`src/rtl/branch_target_buffer.sv`:
```
// Direct-mapped branch target buffer with 2-bit saturating direction counters.
// Lookup is combinational; training happens on the resolve-stage update port.
`timescale 1ns/1ps
module branch_target_buffer #(
  parameter int ENTRIES = 64
) (
  input  logic        clk,
  input  logic        rst,
  input  logic        rdy,
  input  logic [31:0] if_pc,
  output logic [31:0] pred_pc,
  output logic        pred_hit,
  input  logic        upd_e,
  input  logic [31:0] upd_pc,
  input  logic        upd_taken,
  input  logic [31:0] upd_target,
  input  logic        upd_mispred,
  output logic [31:0] br_cnt,
  output logic [31:0] mis_cnt
);
  localparam int IDX   = $clog2(ENTRIES);
  localparam int TAG_W = 30 - IDX;

  logic [ENTRIES-1:0] valid_q, valid_d;
  logic [TAG_W-1:0]   tag_q    [ENTRIES];
  logic [TAG_W-1:0]   tag_d    [ENTRIES];
  logic [31:0]        target_q [ENTRIES];
  logic [31:0]        target_d [ENTRIES];
  logic [1:0]         ctr_q    [ENTRIES];
  logic [1:0]         ctr_d    [ENTRIES];
  logic [31:0]        br_cnt_q, br_cnt_d;
  logic [31:0]        mis_cnt_q, mis_cnt_d;

  logic [IDX-1:0]   if_idx, upd_idx;
  logic [TAG_W-1:0] if_tag, upd_tag;
  logic             upd_qual, upd_hit;
  logic             unused_pc_bits;

  assign if_idx  = if_pc[IDX+1:2];
  assign if_tag  = if_pc[31:IDX+2];
  assign upd_idx = upd_pc[IDX+1:2];
  assign upd_tag = upd_pc[31:IDX+2];
  // Instructions are word aligned, so the byte offset carries no information.
  assign unused_pc_bits = ^{if_pc[1:0], upd_pc[1:0]};

  // Lookup reads registered state only, so a same-cycle update is seen next cycle.
  assign pred_hit = valid_q[if_idx] && (tag_q[if_idx] == if_tag);
  assign pred_pc  = (pred_hit && ctr_q[if_idx][1]) ? target_q[if_idx] : if_pc + 32'd4;
  assign br_cnt   = br_cnt_q;
  assign mis_cnt  = mis_cnt_q;

  assign upd_qual = rdy && upd_e;
  assign upd_hit  = valid_q[upd_idx] && (tag_q[upd_idx] == upd_tag);

  // NOTE: every always_comb output gets its default first so no latch is inferred.
  always_comb begin
    valid_d   = valid_q;
    tag_d     = tag_q;
    target_d  = target_q;
    ctr_d     = ctr_q;
    br_cnt_d  = br_cnt_q;
    mis_cnt_d = mis_cnt_q;
    if (upd_qual) begin
      if (upd_hit) begin
        if (upd_taken) begin
          if (ctr_q[upd_idx] != 2'd3) ctr_d[upd_idx] = ctr_q[upd_idx] + 2'd1;
          target_d[upd_idx] = upd_target;
        end else if (ctr_q[upd_idx] != 2'd0) begin
          ctr_d[upd_idx] = ctr_q[upd_idx] - 2'd1;
        end
      end else if (upd_taken) begin
        // Taken miss evicts whatever aliases here and starts weakly taken.
        valid_d[upd_idx]  = 1'b1;
        tag_d[upd_idx]    = upd_tag;
        target_d[upd_idx] = upd_target;
        ctr_d[upd_idx]    = 2'd2;
      end
      if (br_cnt_q != '1) br_cnt_d = br_cnt_q + 32'd1;
      if (upd_mispred && mis_cnt_q != '1) mis_cnt_d = mis_cnt_q + 32'd1;
    end
  end

  // NOTE: sequential state uses non-blocking assignment so all flops sample together.
  always_ff @(posedge clk) begin
    if (rst) begin
      valid_q   <= '0;
      br_cnt_q  <= '0;
      mis_cnt_q <= '0;
      for (int i = 0; i < ENTRIES; i++) ctr_q[i] <= 2'd0;
    end else begin
      valid_q   <= valid_d;
      ctr_q     <= ctr_d;
      br_cnt_q  <= br_cnt_d;
      mis_cnt_q <= mis_cnt_d;
    end
  end

  // NOTE: tag/target storage is not reset; valid gates it, and skipping the reset keeps it RAM-friendly.
  always_ff @(posedge clk) begin
    if (!rst) begin
      tag_q    <= tag_d;
      target_q <= target_d;
    end
  end
endmodule

```
`config.mk`:
```
export PLATFORM = sky130hd
export DESIGN_NAME = branch_target_buffer
export DESIGN_NICKNAME = d
export VERILOG_FILES = /design/src/rtl/branch_target_buffer.sv
export SDC_FILE = /design/constraint.sdc
export NUM_CORES = 2
export LEC_CHECK = 0
export CORE_ASPECT_RATIO = 1.5
export CORE_MARGIN = 1
export CORE_UTILIZATION = 45
export DETAILED_ROUTE_END_ITERATION = 6
export PLACE_DENSITY_LB_ADDON = 0.05
export SYNTH_ARGS = -nofsm -noshare
export SYNTH_HDL_FRONTEND = slang
export SYNTH_SLANG_ARGS = --single-unit
```
`constraint.sdc`:
```
create_clock -name clk -period 8.6 [get_ports clk]
set_input_delay 2.15 -clock clk [delete_from_list [all_inputs] [get_ports clk]]
set_output_delay 2.15 -clock clk [all_outputs]
set_load 0.02 [all_outputs]
```
==> flow_metrics.tcl <==
set metrics [dict create \
    ys.flop_type "edfxtp_1" \
    die_x_um 494 \
    min_path_cells 2 \
    finalMaxSlewViolations 0 \
    drt_iter0_drc 10708 \
    slew_headroom_pct 14.5 \
    area_delta_synth_final_pct 16.7 \
    yosys.area.top_type "edfxtp_1" \
    grt_max_degree 118 \
    fin_util_pct 52.8 \
    vias 90908 \
    pwr-share-seq_pct 51.2 \
    critPathLaunchType "primary input" \
    grt_pass1_wl_mm 772 \
    cts_sinks 3840 \
    syn-cell-area_sq_mm 0.163 \
    critPathArrivalTime_ns 6.50 \
    die_y_um 739 \
    postRouteAntennaNets 0 \
    reg2regPathDepth 15 \
    synth_xor_area_share_pct 0.617 \
    timing.fmax_mhz 116 \
    cts_buffer_depth 4 \
    worstReg2RegStart "tag_q[823]" \
    holdPathEnd "ctr_q[120]" \
    cts-root-buf "clkbuf_16" \
    first_pass_iters 7 \
    dieArea_sq_mm 0.365 \
    io_buffers 196 \
    maxCapViolCount 0 \
    synth_top_family_by_area "multiplexers" \
    crit_type "in2out" \
    antenna_found_initial 41 \
    intPower_w 0.0310 \
    syn_inst 8085 \
    ios 199 \
    final_nets 8893 \
    switching_power_w 0.00896 \
    ys_types 77 \
    synth_top_area_share_pct 66.0 \
    grt_overflow 0 \
    cts_max_level 5 \
    final.min_clock_period_ns 8.65 \
    rr_endpoint "tag_q[539]" \
    finalSetupTns_ns -0.208 \
    std_cell_rows 270 \
    grt_pass1_vias 93120 \
    clk_pin_slew_ns 0.06 \
    required_ns 6.45 \
    cts_buffers 381 \
    synth_seq_cells 3840 \
    hp-start "ctr_q[120]" \
    clock_skew_ns 0.0547 \
    rsz0062_at_grt "yes" \
    yosysWarnings 0 \
    drive_above_1_share_pct 33.9 \
    irDropWorstVdd_uv 154 \
    synthArstFlopShare_pct 0 \
    yosys-top-cells-area "edfxtp_1 (66%), mux4_2 (20%), dfxtp_1 (3.1%), mux2i_1 (2.4%), clkbuf_1 (0.78%)" \
    grt_usage_pct 30.8 \
    violations "negative setup slack" \
    yosys.area_share.simple_pct 2.74 \
    dp_hpwl_mm 362 \
    crit_path_end_kind "output pin" \
    finalCritPeriodShare_pct 101 \
    power_leakage_nw 59.6 \
    path_max_fanout 9 \
    synth_compound_area_share_pct 3.11 \
    setup_violations 10 \
    start_util_pct 45.3 \
    fin_ws_ns -0.0473 \
    status "finished with violations" \
    rrSetupSlack_ns 3.28 \
    synthAdderAreaFrac_pct 0.0383 \
    clk_latency_ns 0.94 \
    hold_path.class "reg2reg" \
    routedWlPerCell_um 40.8 \
    drc 0 \
    power_frac_clock_pct 42.0 \
    avgSynthCellArea_sq_um 20.2 \
    synth-edff-count 3584 \
    hold_viol 0 \
    wl_mm 565 \
    muxShareOfSynthArea_pct 22.6 \
    swShare_pct 22.4 \
    combPwrFrac_pct 6.9 \
    vias_per_cell 6.55 \
    synth_fp_nets 8192 \
    synth.yosys.seq_area_share_pct 69.1 \
    power_density_mw_per_mm2 210 \
    cts_tree "done" \
    tightestPinTransition_ns 1.28 \
    coreArea_sq_mm 0.360 \
    gp_congestion 0.900 \
]
## synthesized netlist by cell type (14+ instances only)
library cell and n:
nor2_1 202, a21oi_1 61, o22ai_1 123, a221oi_1 84, nand2b_1 138, clkbuf_1 341, and3_1 26, mux4_2 1435
buf_1 102, nand2_1 145, mux2i_1 386, buf_2 134, o21ai_0 61, o32ai_2 19, xor2_1 51, or3_1 25
a22oi_1 144, a22o_1 27, a221o_1 14, dfxtp_1 256, xnor2_1 64, mux2_2 38, inv_1 79, nand3_1 158
o32ai_1 46, nor3_1 64, edfxtp_1 3584, nand4_1 32, buf_4 23, mux2_1 29
## layout make-up
cell class / instances / area [sq um]
repair buffers: 922 / 10400
clock buffers: 468 / 10200
clock inverters: 215 / 2050
inverters: 81 / 310
multi-input cells: 3560 / 48700
flip-flops and latches: 3840 / 113000
diodes: 28 / 70.1
well taps: 4760 / 5960
fillers: 28058 / 170000
## worst max-delay path, cell delays in order
cell and delay, ns:
buf_16 0.17, buf_16 0.18, buf_12 0.14, buf_4 0.20
mux4_2 0.52, mux4_2 0.53, mux4_2 0.64, xnor2_1 0.21
and4_1 0.30, nand4_1 0.16, nor4b_4 0.25, buf_6 0.16
nand2_8 0.12, buf_8 0.19, mux2_1 0.35, buf_2 0.17
## flip-flops by register name (all words and copies together), names as in the netlist
signal and count:
mis_cnt 32, br_cnt 32, ctr_q 128, tag_q 1536
target_q 2048, valid_q 64
## cell usage in the layout, fill, tap and decap left out, drive strengths merged, types with 27 or more instances in the layout
master | Yosys | routed
edfxtp | 3584 | 3584
clkbuf | 341 | 473
o32ai | 65 | 65
o22ai | 123 | 123
nand2b | 138 | 138
mux4 | 1435 | 1435
o21ai | 61 | 61
xor2 | 51 | 51
a221oi | 84 | 84
mux2 | 67 | 67
clkdlybuf4s50 | 0 | 97
a22o | 27 | 27
diode | 0 | 28
dfxtp | 256 | 256
nor3 | 64 | 64
nor2 | 202 | 202
nand3 | 159 | 159
nand4 | 32 | 32
bufinv | 0 | 34
mux2i | 386 | 386
a22oi | 144 | 144
xnor2 | 64 | 64
nand2 | 146 | 146
inv | 80 | 92
a21oi | 61 | 61
clkinv | 1 | 147
buf | 263 | 819
## metal layers
| layer | up-vias | share of wire, % | GRT usage [%] |
|---|---|---|---|
| li1 | 35817 | - | - |
| met1 | 49502 | 36 | 37.5 |
| met2 | 4356 | 51 | 53.2 |
| met3 | 1227 | 6.8 | 4.99 |
| met4 | 6 | 6.0 | 15.3 |
| met5 | - | 0.0081 | 0 |
## worst max-delay path by stage
stage                  start           to  slack, ns  cells past startpoint
finish              if_pc[2]  pred_pc[16]      -0.05                     16
global route        if_pc[2]  pred_pc[16]      -0.08                     16
CTS                 if_pc[2]   pred_pc[0]      0.003                     16
detailed placement  if_pc[2]  pred_pc[16]      -1.19                     18
global placement    if_pc[2]  pred_pc[17]      -1.13                     14
floorplan           if_pc[2]  pred_pc[10]       0.29                     13
## repair_timing
item / in CTS / in global routing
setup endpoints to repair: 33 / 32
hold buffers: 0 / 0
gates cloned: 2 / 5
pin swaps: 5 / 5
gates resized for setup: 136 / 85
setup buffers: 14 / 23
## power groups by stage
stage | Combinational, W | Clock, W | Sequential [W]
finish | 0.00275 | 0.0168 | 0.0204
global route | 0.00284 | 0.0176 | 0.0204
CTS | 0.00271 | 0.0170 | 0.0204
detailed placement | 0.00270 | 0 | 0.0208
global placement | 0.00267 | 0 | 0.0208
floorplan | 0.00142 | 0 | 0.0208
## logic make-up (layout without fill, tap and decap cells)
group	count (synthesis)	count (layout)
AO/OA/AOI/OAI	674	674
XOR/XNOR	115	115
adder cells (fa/ha/maj)	5	5
buffers and inverters	685	1686
flip-flops	3840	3840
multiplexers	1888	1888
other	0	28
AND/OR/NAND/NOR	878	878
## through the flow
step | area (sq um) | worst slack (ns) | hold slack, ns | std cells | total power [W]
finish | 190000 | -0.0473 | 0.474 | 13874 | 0.0399
CTS | 190000 | 0.00316 | 0.475 | 13819 | 0.0401
global placement | 177000 | -1.13 | 0.455 | 13120 | 0.0235
detailed placement | 177000 | -1.19 | 0.460 | 13120 | 0.0235
floorplan | 163000 | 0.293 | 0.440 | 8085 | 0.0223
global route | 190000 | -0.0832 | 0.489 | 13867 | 0.0409
No activity file was read; power rests on OpenSTA's default activity.
